===== config.mk =====
export PLATFORM = sky130hd
export DESIGN_NAME = peg_cmtx_prod_drain
export DESIGN_NICKNAME = d
export VERILOG_FILES = /design/src/rtl/peg_cmtx_prod_drain.sv
export SDC_FILE = /design/constraint.sdc
export NUM_CORES = 1
export LEC_CHECK = 0
export ABC_AREA = 1
export CELL_PAD_IN_SITES_DETAIL_PLACEMENT = 1
export CELL_PAD_IN_SITES_GLOBAL_PLACEMENT = 2
export CORE_UTILIZATION = 35
export CTS_CLUSTER_DIAMETER = 80
export DETAILED_ROUTE_END_ITERATION = 12
export PLACE_DENSITY = 0.86
export SLEW_MARGIN = 5
export SYNTH_ARGS = -nofsm -noshare
export SYNTH_HDL_FRONTEND = slang
export SYNTH_SLANG_ARGS = --single-unit

===== constraint.sdc =====
create_clock -name clk -period 2.04 [get_ports clk]
set_input_delay 0.408 -clock clk [delete_from_list [all_inputs] [get_ports clk]]
set_output_delay 0.408 -clock clk [all_outputs]
set_load 0.01 [all_outputs]

===== src/rtl/peg_cmtx_prod_drain.sv =====
// ---------------------------------------------------------------------------
// peg_cmtx_prod_drain
//
// Receiving end of the signed product pipeline in the PEG C-matrix stage.
// Every accepted operand pair launches a token down a MUL_LAT-deep shift
// register that tracks the fixed-latency multiplier. When a token reaches
// the end, the product on mul_dout is rounded (half-up), saturated to OUT_W
// bits and pushed into a small FIFO that drains over valid/ready.
// Issue is gated by credits: one credit per FIFO slot, taken on accept and
// returned on pop, so an in-flight product always has a slot reserved.
//
// Ports:
//   clk        in   rising-edge clock
//   reset      in   synchronous, active-high reset
//   in_valid   in   operand pair present on the multiplier inputs
//   in_ready   out  issue granted (credits available, not in reset)
//   mul_ce     out  multiplier clock enable (low only during reset)
//   mul_dout   in   signed PROD_W-bit product from the multiplier
//   out_data   out  requantized signed result at the FIFO head (0 when empty)
//   out_valid  out  FIFO non-empty
//   out_ready  in   downstream accepts the head entry
//   occupancy  out  number of FIFO entries
//   sat_flag   out  sticky flag, set when any captured product saturated
// ---------------------------------------------------------------------------
module peg_cmtx_prod_drain #(
    parameter int PROD_W     = 30,
    parameter int OUT_W      = 16,
    parameter int SHIFT      = 13,
    parameter int MUL_LAT    = 3,
    parameter int FIFO_DEPTH = 8
) (
    input  logic                                clk,
    input  logic                                reset,
    input  logic                                in_valid,
    output logic                                in_ready,
    output logic                                mul_ce,
    input  logic signed [PROD_W-1:0]            mul_dout,
    output logic [OUT_W-1:0]                    out_data,
    output logic                                out_valid,
    input  logic                                out_ready,
    output logic [$clog2(FIFO_DEPTH):0]         occupancy,
    output logic                                sat_flag
);

    localparam int ADDR_W = $clog2(FIFO_DEPTH);
    localparam int CNT_W  = ADDR_W + 1;

    localparam logic signed [PROD_W:0] RND     = (PROD_W+1)'(1) << (SHIFT - 1);
    localparam logic signed [PROD_W:0] SAT_MAX = (PROD_W+1)'((1 << (OUT_W - 1)) - 1);
    localparam logic signed [PROD_W:0] SAT_MIN = -SAT_MAX - (PROD_W+1)'(1);

    logic                 accept;
    logic                 pop;
    logic                 push;
    logic [CNT_W-1:0]     credits;
    logic [MUL_LAT-1:0]   tok;
    logic [ADDR_W-1:0]    wr_ptr;
    logic [ADDR_W-1:0]    rd_ptr;
    logic [CNT_W-1:0]     count;
    logic [OUT_W-1:0]     mem [FIFO_DEPTH];

    logic signed [PROD_W:0] rounded;
    logic signed [PROD_W:0] shifted;
    logic [OUT_W-1:0]       q_data;
    logic                   q_sat;

    // Handshakes. in_ready looks only at registered credits and reset, so
    // out_ready never reaches in_ready combinationally.
    assign in_ready  = (credits != '0) && !reset;
    assign mul_ce    = !reset;
    assign out_valid = (count != '0);
    assign occupancy = count;
    assign accept    = in_valid && in_ready;
    assign pop       = out_valid && out_ready;
    assign push      = tok[MUL_LAT-1];

    // Storage is not reset, so mask the head while empty to keep out_data 0.
    assign out_data  = out_valid ? mem[rd_ptr] : '0;

    // Requantize: sign-extend by one bit so the rounding add cannot overflow,
    // then arithmetic shift and clamp to the signed OUT_W range.
    // NOTE: every always_comb output gets a default first so no latch is inferred.
    always_comb begin
        rounded = $signed({mul_dout[PROD_W-1], mul_dout}) + RND;
        shifted = rounded >>> SHIFT;
        q_data  = shifted[OUT_W-1:0];
        q_sat   = 1'b0;
        if (shifted > SAT_MAX) begin
            q_data = SAT_MAX[OUT_W-1:0];
            q_sat  = 1'b1;
        end else if (shifted < SAT_MIN) begin
            q_data = SAT_MIN[OUT_W-1:0];
            q_sat  = 1'b1;
        end
    end

    // Credits, token pipeline, pointers and sticky saturation flag.
    // NOTE: sequential state uses non-blocking assignments so every register
    // samples pre-edge values regardless of statement order.
    always_ff @(posedge clk) begin
        if (reset) begin
            credits  <= CNT_W'(FIFO_DEPTH);
            tok      <= '0;
            wr_ptr   <= '0;
            rd_ptr   <= '0;
            count    <= '0;
            sat_flag <= 1'b0;
        end else begin
            case ({accept, pop})
                2'b10:   credits <= credits - CNT_W'(1);
                2'b01:   credits <= credits + CNT_W'(1);
                default: credits <= credits;
            endcase

            tok[0] <= accept;
            for (int i = 1; i < MUL_LAT; i++) begin
                tok[i] <= tok[i-1];
            end

            if (push) begin
                wr_ptr <= wr_ptr + ADDR_W'(1);
                if (q_sat) begin
                    sat_flag <= 1'b1;
                end
            end
            if (pop) begin
                rd_ptr <= rd_ptr + ADDR_W'(1);
            end

            case ({push, pop})
                2'b10:   count <= count + CNT_W'(1);
                2'b01:   count <= count - CNT_W'(1);
                default: count <= count;
            endcase
        end
    end

    // NOTE: the data array carries no reset; the pointers and count define
    // which entries are meaningful, so clearing them is enough.
    always_ff @(posedge clk) begin
        if (push) begin
            mem[wr_ptr] <= q_data;
        end
    end

endmodule

==> results.yml <==
synth:
  syn_nets: 634
  synth_flop_cell: "edfxtp_1"
  synthArstFlopShare: 0
  synth_area_um2: 6540
  synth_area_per_cell_um2: 11.1
  synth_area_leader_cell: "edfxtp_1"
  synth-edff-count: 128
  synth_cell_types: 35
  synth_warnings: 0
  synth_top_area_frac: 0.587
  synthTopCellsByCount: "edfxtp_1, nor2_1, o21ai_0"
  ys_seq_area_frac: 0.652
  synthCells: 589
  synth_most_common_cell: "edfxtp_1"
  synth_area_leaders: "edfxtp_1, nor2_1, dfxtp_1"
  ys_ff_latch: 149
sta:
  setup_viol: 16
  period_share: 1.11
  tightest_slew_ns: 0.368
  hold_viol_final: 0
  worst_clock_skew_ns: 0.00695
  fmax_ghz: 0.440
  relSlewSlack: 0.755
  final.setup.tns_ns: -2.56
  finalMaxSlewViolations: 0
  grt_setup_unrepaired: "true"
  fin_hold_ws_ns: 0.423
  fin_crit_ns: 2.27
  setup_ws_ns: -0.234
route:
  drc_errors: 2
  vias: 5302
  routed_wl_mm: 21.1
  dr.pass1.iters: 9
  ant_nets: 0
  drt-initial-drc-count: 489
  wl_per_cell_um: 21.2
  viasPerCell: 5.33
placement:
  port_buffers: 45
  place_hpwl_mm: 12.2
  postPlaceCellArea_um2: 8050
  place_congestion: 0.803
floorplan:
  die_area_um2: 19200
  die_h_um: 139
  ioPinCount: 58
  row_count: 49
  die_w_um: 139
  start_util: 0.361
  core_area_um2: 18100
layout:
  antenna_cells: 0
  area_growth_syn_to_layout_pct: 41.1
  final_layout_size_suffix_gt1_frac: 0.351
  fin_area_um2: 9230
  final_nets: 798
power_and_ir_drop:
  powerDensity_nw_per_um2: 1280
  ir_worst_vdd_mv: 0.673
  power_mw: 11.8
  p_leak_nw: 3.54
global_routing:
  grt_max_degree: 23
  grt_pass1_vias: 5744
  grt_pass1_wl_mm: 32.5
  gr-total-overflow: 0
  grt_antenna_before_repair: 0
  gr-usage-all-layers: 0.226
setup_path:
  worstSetupStartpointType: "register"
  r2r_start: "occupancy[1]$_SDFFE_PP0P_"
  worstPathMaxFanout: 13
  end_kind: "output pin"
  worstReg2RegEnd: "occupancy[3]$_SDFFE_PP0P_"
  arrival_ns: 1.87
  critPathKind: "register to output pin"
  worst-r2r-setup-slack_ns: 0.01
  cp.required_ns: 1.63
  worstRegToRegCells: 15
  endpoint: "out_data[6]"
clock_network:
  h-tree-depth: 4
  cts-root-buf: "clkbuf_16"
  clock_path_buffers: 2
  clk_latency_ns: 0.42
  cts_tree: "yes"
  cts_hold_buf: 0
  clkSinkCount: 149
  path_clk_slew_ns: 0.06
  cts_made_buffers: 17
run_status:
  outcome: "finished with violations"
  violations: "DRC, setup timing"
worst_hold_path:
  min_path_type: "register to register"
run:
  max-cap-violations: 0
[metal layers]
| layer | vias up | GRT usage | part of all wire |
|---|---|---|---|
| met5 | - | 0 | 0 |
| met4 | 0 | 0.112 | 0.030 |
| met3 | 41 | 0.0314 | 0.049 |
| met2 | 191 | 0.414 | 0.53 |
| met1 | 2662 | 0.260 | 0.39 |
| li1 | 2408 | - | - |
[worst min path at each step]
stage,from,end,cells past startpoint
floorplan,tok[0]$_SDFF_PP0_,tok[1]$_SDFF_PP0_,2
finish,tok[0]$_SDFF_PP0_,tok[1]$_SDFF_PP0_,2
global route,tok[0]$_SDFF_PP0_,tok[1]$_SDFF_PP0_,2
detailed placement,tok[1]$_SDFF_PP0_,tok[2]$_SDFF_PP0_,2
CTS,tok[1]$_SDFF_PP0_,tok[2]$_SDFF_PP0_,2
global placement,tok[1]$_SDFF_PP0_,tok[2]$_SDFF_PP0_,2
[flip-flops by register name (all words and copies together), names as in the netlist, named ones only]
name	flops
mem	128
credits	4
occupancy	4
rd_ptr	3
tok	3
wr_ptr	3
sat_flag	1
[cell type report]
type	count	area [µm²]
clock buffers	17	425
clock inverters	15	156
fillers	1921	8910
inverters	36	153
multi-input cells	378	2330
flip-flops and latches	149	4280
well taps	229	287
repair buffers	171	1600
[kinds of logic (layout without fill, tap and decap cells)]
logic type | Yosys count | count (layout) | share of synthesized area
fa+ha+maj | 11 | 11 | 0.0233
buf+inv | 63 | 239 | 0.0398
xor+xnor | 17 | 17 | 0.0228
compound gates | 154 | 154 | 0.131
simple gates | 195 | 196 | 0.131
flops | 149 | 149 | 0.652
[timing repair]
action | CTS | global route
pin swaps | 30 | 33
setup endpoints to repair | 125 | 141
setup buffers | 21 | 9
cloned | 3 | 1
resized for setup | 147 | 66
[worst max-delay path: stages (launching register included)]
cell and delay (ns):
dfxtp_4 0.41, inv_4 0.07, buf_12 0.15, buf_12 0.14
buf_4 0.16, o21ai_1 0.20, a31oi_1 0.13, buf_2 0.17
[stage by stage]
step / util / instances / worst slack (ns)
after floorplan: - / 589 / 0.00752
after global placement: 0.443 / 931 / -0.462
after detailed placement: 0.443 / 931 / -0.697
after CTS: 0.495 / 987 / -0.208
after global routing: 0.509 / 995 / -0.293
final: 0.509 / 995 / -0.234
[where the power goes]
group          internal, mW  switching (mW)
Clock                  1.74            1.35
Combinational          2.42            2.72
Sequential             3.47           0.115
[placed cells by master, fill, tap and decap left out, types with 8 or more instances in the layout]
cell and count:
o22ai_1 10, nand2_1 34, o21ai_2 19, o21ai_0 43, buf_2 16, buf_12 15
a31oi_1 14, dfxtp_1 14, clkbuf_16 17, nor2_1 116, xor2_1 12, clkdlybuf4s50_1 19
inv_1 25, a21oi_1 11, buf_4 100, nand2_2 12, o21ai_1 37, inv_6 8
edfxtp_1 128
No activity file was read; power rests on OpenSTA's default activity.
